$ cat config.mk
export PLATFORM = sky130hd
export DESIGN_NAME = lock_arbiter
export DESIGN_NICKNAME = d
export VERILOG_FILES = /design/src/rtl/lock_arbiter.sv
export SDC_FILE = /design/constraint.sdc
export NUM_CORES = 1
export LEC_CHECK = 0
export ABC_AREA = 0
export ABC_CLOCK_PERIOD_IN_PS = 2100
export BUFFER_PORTS_ARGS = -buffer_cell sky130_fd_sc_hd__buf_2
export CORE_MARGIN = 3
export CORE_UTILIZATION = 42
export CTS_BUF_LIST = sky130_fd_sc_hd__clkbuf_4 sky130_fd_sc_hd__clkbuf_8
export DETAILED_ROUTE_END_ITERATION = 8
export GPL_TIMING_DRIVEN = 0
export PLACE_DENSITY = 0.9
export SKIP_CTS_REPAIR_TIMING = 1
export SLEW_MARGIN = 15
export SYNTH_ARGS = -nofsm -noshare
export SYNTH_HDL_FRONTEND = slang
export SYNTH_SLANG_ARGS = --single-unit
$ cat constraint.sdc
create_clock -name clk -period 2.1 [get_ports clk]
set_input_delay 0.42 -clock clk [delete_from_list [all_inputs] [get_ports clk]]
set_output_delay 0.42 -clock clk [all_outputs]
set_load 0.005 [all_outputs]
$ cat src/rtl/lock_arbiter.sv
// Lock/unlock sequencer for the two-entry atomic lock table shared by the ooo and ppl cores.
// Optional hold timeout with forced release is compiled in when LOCK_TIMEOUT_EN is defined.
module lock_arbiter #(
    parameter int unsigned TIMEOUT_CYCLES = 1024
) (
    input  logic        clk,
    input  logic        rst,
    input  logic        ooo_req,
    input  logic [31:0] ooo_req_addr,
    input  logic        ooo_release,
    input  logic        ppl_req,
    input  logic [31:0] ppl_req_addr,
    input  logic        ppl_release,
    input  logic [32:0] this_address_locked_by_ooo,
    input  logic [32:0] this_address_locked_by_ppl,
    output logic        ooo_gnt,
    output logic        ppl_gnt,
    output logic        ooo_held,
    output logic        ppl_held,
    output logic        ooo_lock_lost,
    output logic        ppl_lock_lost,
    output logic        ooo_lock,
    output logic        ppl_lock,
    output logic [31:0] ooo_locked_address,
    output logic [31:0] ppl_locked_address,
    output logic        ooo_unlock,
    output logic        ppl_unlock
);

    typedef enum logic [1:0] {
        IDLE = 2'd0,
        REQ  = 2'd1,
        HELD = 2'd2
    } state_e;

    // Index 0 is the ooo core, index 1 is the ppl core.
    state_e      state_q [2];
    logic [31:0] addr_q  [2];
    logic [1:0]  gnt_q;
    logic        rr_q;

    logic [1:0]  req;
    logic [1:0]  rel;
    logic [31:0] req_addr [2];
    logic [32:0] entry    [2];
    logic [1:0]  conflict;
    logic [1:0]  lock;
    logic [1:0]  unlock;
    logic [1:0]  expire;
    logic        tie;

    assign req         = {ppl_req, ooo_req};
    assign rel         = {ppl_release, ooo_release};
    assign req_addr[0] = ooo_req_addr;
    assign req_addr[1] = ppl_req_addr;
    assign entry[0]    = this_address_locked_by_ooo;
    assign entry[1]    = this_address_locked_by_ppl;

    // Both cores waiting on the same word: rr_q decides, and the loser gets priority next time.
    assign tie = (state_q[0] == REQ) && (state_q[1] == REQ) &&
                 (addr_q[0][31:2] == addr_q[1][31:2]);

    assign conflict[0] = (entry[1][32] && (entry[1][31:2] == addr_q[0][31:2])) || (tie && rr_q);
    assign conflict[1] = (entry[0][32] && (entry[0][31:2] == addr_q[1][31:2])) || (tie && !rr_q);

    always_comb begin
        lock   = '0;
        unlock = '0;
        for (int i = 0; i < 2; i++) begin
            lock[i]   = !rst && (state_q[i] == REQ) && !conflict[i];
            unlock[i] = !rst && (state_q[i] == HELD) && (rel[i] || expire[i]);
        end
    end

    always_ff @(posedge clk) begin
        if (rst) begin
            rr_q  <= 1'b0;
            gnt_q <= '0;
            for (int i = 0; i < 2; i++) begin
                state_q[i] <= IDLE;
                addr_q[i]  <= '0;
            end
        end else begin
            if (tie) rr_q <= !rr_q;
            gnt_q <= lock;
            for (int i = 0; i < 2; i++) begin
                case (state_q[i])
                    IDLE: begin
                        if (req[i]) begin
                            addr_q[i]  <= req_addr[i];
                            state_q[i] <= REQ;
                        end
                    end
                    REQ:     if (lock[i]) state_q[i] <= HELD;
                    HELD:    if (unlock[i]) state_q[i] <= IDLE;
                    default: state_q[i] <= IDLE;
                endcase
            end
        end
    end

`ifdef LOCK_TIMEOUT_EN
    localparam int unsigned CNT_W = $clog2(TIMEOUT_CYCLES + 1);

    logic [CNT_W-1:0] cnt_q [2];
    logic [1:0]       lost_q;

    always_comb begin
        expire = '0;
        for (int i = 0; i < 2; i++) begin
            expire[i] = (state_q[i] == HELD) && !rel[i] &&
                        (cnt_q[i] == CNT_W'(TIMEOUT_CYCLES - 1));
        end
    end

    // Count is zero in the first HELD cycle; a forced unlock reports lock_lost one cycle later.
    always_ff @(posedge clk) begin
        for (int i = 0; i < 2; i++) begin
            if (rst) begin
                cnt_q[i]  <= '0;
                lost_q[i] <= 1'b0;
            end else begin
                lost_q[i] <= expire[i];
                cnt_q[i]  <= (state_q[i] == HELD) ? cnt_q[i] + 1'b1 : '0;
            end
        end
    end

    assign ooo_lock_lost = lost_q[0];
    assign ppl_lock_lost = lost_q[1];
`else
    logic unused_timeout_param;

    assign expire               = '0;
    assign ooo_lock_lost        = 1'b0;
    assign ppl_lock_lost        = 1'b0;
    assign unused_timeout_param = ^32'(TIMEOUT_CYCLES);
`endif

    logic unused_entry_bits;
    assign unused_entry_bits = ^{entry[0][1:0], entry[1][1:0]};

    assign ooo_gnt            = gnt_q[0];
    assign ppl_gnt            = gnt_q[1];
    assign ooo_held           = (state_q[0] == HELD);
    assign ppl_held           = (state_q[1] == HELD);
    assign ooo_lock           = lock[0];
    assign ppl_lock           = lock[1];
    assign ooo_unlock         = unlock[0];
    assign ppl_unlock         = unlock[1];
    assign ooo_locked_address = addr_q[0];
    assign ppl_locked_address = addr_q[1];

endmodule

## After elaboration in Yosys (flattened, before gate mapping)

Memories as Yosys holds them, arrays and structs flattened.
Cells that the tools add are included.

| storage, ports and cells | value |
|---|---|
| memories kept | 2 |
| flip-flop bits (word level) | 3 |
| RAM bits | 68 |
| word-level logic and storage cells | 87 |
| output and inout bits | 74 |
| input port bits | 136 |

Memory list:

| memory | depth | width | rd ports | clocked after Yosys merged registers in | write ports | RTL line | RTL |
|---|---|---|---|---|---|---|---|
| addr_q | 2 | 32 | 2 | 0 | 2 | 38 | `logic [31:0] addr_q [2];` |
| state_q | 2 | 2 | 2 | 0 | 2 | 37 | `state_e state_q [2];` |

| operators by class | value |
|---|---|
| bitwise operators | 10 |
| muxes and demuxes | 42 |
| equality and inequality tests | 7 |
| reductions and logical operators | 24 |

Operators by type and width:

| operator | number |
|---|---|
| 30-bit == test | 3 |
| 32-bit 2-to-1 mux | 2 |
| 1-bit 2-to-1 mux | 32 |
| 2-bit 2-to-1 mux | 8 |
| 1-bit logical AND | 14 |
| 1-bit bitwise OR | 10 |
| 3-bit OR reduction | 2 |
| 2-bit by 1-bit == test with 1-bit output (second input constant) | 2 |
| 2-bit == test (second input constant) | 2 |
| 1-bit logical NOT | 4 |
| 2-bit logical NOT | 2 |
| 1-bit logical OR | 2 |

## Depth between registers and ports, before layout

An unclocked memory read counts as a cell.

| logic depth | value |
|---|---|
| depth after elaboration | 15 |
| mapped depth | 6 |
| mapped depth without buffers | 5 |

## Worst setup path before layout

No wires, ideal clock.

| timing path | value |
|---|---|
| path type | register to output |
| from | mem addr_q[0][20] |
| to | out ppl_lock |
| slack | 0.052 ns |
| data required time | 1.680 ns |
| buffers on the path | 0 |
| cell stages (with the launch flop) | 6 |
| arrival | 1.628 ns |
| cells stage by stage | edfxtp_1 > xor2_1 > nor4_1 > nand4_1 > or3_4 > and2_2 |

RTL lines:

| element | RTL line | RTL |
|---|---|---|
| start: declaration | 38 |  |
| end: declaration | 23 | `output logic ppl_lock,` |

==> impl_results.md <==
- Number of max-cap violations: 0
- Starting DRT DRC Count: 118
- Design Area, Final: 5410 um2
- Setup WS post-layout: -0.598 ns
- Cell Chain, Critical Path: xnor2_1 > nand4_1 > nor4_2 > a21oi_1 > and2_4 > buf_6
- Leak pwr: ~2.5 nW
- Max Clock Freq: ~0.37 GHz
- Most common cell after layout, fill and taps aside: buf_2
- Vias in the first global route: about 3200
- Final Hold Violating Endpoints: 0
- Worst-path clk slew: 0.08 ns
- Net Switching: around 0.0015 W
- Antenna Cells: 0
- Internal reg-to-reg setup slack: -0.24 ns
- Port Buffers: between 200 and 250
- Initial core utilization: 44.5%
- First-pass iteration count of the detailed router: 4
- Violated checks: setup timing
- Hold WS: approximately 0.34 ns
- Vias: about 3300
- Sequential fraction of the synthesis area: between 50% and 60%
- Crit Path Class: register to output pin
- Nets: slightly below 700
- Outcome: finished with violations
- Post-DP HPWL: around 9600 um
- Worst Max-Slew Pin Slew: roughly 0.87 ns
- Synth Register Bits: a little over 70
- Commonest non-fill, non-tap cells in the layout: buf_2, edfxtp_1, and2_1, xor2_1, xnor2_1
- Worst-skew pair later-pin latency: around 0.33 ns
- P&R area growth vs syn: 44.3%
- Die area: about 10000 um2
- Area contributors post-synth: edfxtp_1, and2_1, xnor2_1
- CP required: 1.68 ns
- Ports: between 200 and 250
- Die Y: roughly 100 um
- Critical path's top delay family: simple AND/OR/NAND/NOR gates
- Post-DP Area: approximately 4900 um2
- Crit path buffers/inverters: 1
- # DRC: 0
- Peak VDD IR: between 0.0003 and 0.0004 V
- Avg Inst Size Synth: around 12 um2
- GRT Overall Usage: 23.1%
- TritonCTS clock tree: done
- Overflow after GRT: 0
- Dpl cells: 612
- Cell Count, Final, Fillers Out: ~660
- Vias/cell: between 4 and 5
- Worst path max stage delay: about 0.51 ns
- Synth top area share: 53.7%
- # rows: 33
- Comb pwr share: 32.4%
- Worst setup EP type: output pin
- Warnings, synthesis: 0
- Die width: between 100 and 150 um
- Fillers: between 600 and 700
- Clk network pwr share: between 20% and 30%
- Root buffer cell: clkbuf_8
- Seq pwr share: 46.6%
- Crit share post-route: 128%
- Power Internal: approximately 0.0031 W
- Worst hold path class: primary input to register
- Clock buffer count from CTS: 9
- Initial antenna violation count: 0
- Layout cells sized above 1: between 50% and 60%
- Slew HR: 41.8%
- CTS Buffer Depth: 2
- Power Density: between 800 and 900 nW/um2
- Critical Path AT: around 2.3 ns
- Setup Viol. Count Final: 4
- WL final: roughly 12000 um
- Largest net degree at the start of global routing: 34
- GP Congestion: ~0.86
- Crit start category: register
- Critical Path Fanout Max: 5
- Post-Synthesis Cells: a little over 300
- Synth unique cells: 30
- Clock Skew: roughly 0.018 ns
- Minimum clock period: roughly 2.7 ns
- Core area: 8420 um2
- First-pass GRT wire length: around 17000 um
- Unrepaired setup endpoints after global routing: yes
- Antenna-violating nets left: 0
- CP max stage cell: nor4_2
- Switching share of power: 32.7%
- Final Max Tran Viols: 0
- Post-DR wirelength/cell: 18.8 um
- Clk sinks: 71
- Synth area leader: edfxtp_1
- Cell area after synthesis: 3750 um2
- CTS HTree Levels: 3
through the flow:
stage	util [%]	setup TNS [ns]	worst slack, ns	power, W
after CTS	60.2	-9.46	-0.899	0.00442
after floorplan	-	0	0.0521	0.00279
final	64.2	-1.50	-0.598	0.00463
after global routing	64.2	-2.30	-0.724	0.00485
after detailed placement	58.2	-8.82	-0.520	0.00346
after global placement	58.2	-8.87	-0.531	0.00341
flip-flops by register name, indices dropped and copies added (netlist names):
signal,flops
gnt_q,2
rr_q,1
state_q,4
addr_q,64
worst paths after layout:
check	from	to	cells past startpoint
setup / recovery	addr_q[0][49]$_SDFFCE_PN0P_	ppl_lock	6
hold / removal	rst	rr_q$_SDFFE_PP0N_	2
setup reg to reg	addr_q[0][26]$_SDFFCE_PN0P_	state_q[1][1]$_DFFE_PP_	6
hold reg to reg	rr_q$_SDFFE_PP0N_	rr_q$_SDFFE_PP0N_	2
logic make-up (layout without fill, tap and decap cells):
kind of cell	after synthesis	after routing	synth area share, %
AOI/OAI and AO/OA	12	12	2.04
DFF	71	71	55.8
other	1	2	0.100
xor gates and xnor gates	90	90	21.0
and+or+nand+nor	118	118	19.7
buffers and inverters	11	257	1.30
power by group through the flow:
stage / Sequential [W] / Combinational (W) / Clock, W
after floorplan: 0.00216 / 0.000623 / 0
after global placement: 0.00220 / 0.00121 / 0
after detailed placement: 0.00222 / 0.00125 / 0
after CTS: 0.00219 / 0.00125 / 0.000985
after global routing: 0.00219 / 0.00162 / 0.00104
final: 0.00216 / 0.00150 / 0.000973
routing by layer:
metal,GRT usage [%],up-vias,routed length (um)
met5,0,-,0
met4,8.60,0,281
met3,4.64,23,799
met2,40.1,157,6370
li1,-,1537,-
met1,28.4,1539,4850
final cells by class:
| class | count | area (um2) | area share (%) |
|---|---|---|---|
| inverter | 2 | 7.51 | 0.139 |
| clock buffer | 12 | 146 | 2.71 |
| sequential | 71 | 2090 | 38.7 |
| buffer | 9 | 48.8 | 0.902 |
| multi-input combinational | 222 | 1730 | 31.9 |
| tap | 105 | 131 | 2.43 |
| timing repair buffer | 230 | 1230 | 22.8 |
| clock inverter | 4 | 23.8 | 0.440 |
cell usage after synthesis:
master and number:
xnor2_1 45, nand2_1 2, o211a_1 1, nor2_1 7, and3_1 2, a21oi_1 3, nor3_1 3, nor4_2 2
nor4_1 10, o21ai_0 4, buf_4 2, dfxtp_1 4, nand4bb_1 1, or4_1 1, o21a_1 1, nor3b_1 2
conb_1 1, nand3_1 2, and2_1 64, edfxtp_1 67, or3_4 1, nand4_1 14, o211ai_1 2, and2_2 3
or2_2 1, a211o_1 1, xor2_1 45, clkbuf_1 7, inv_1 2, nor2b_1 3
(Power assumes the default switching activity.)
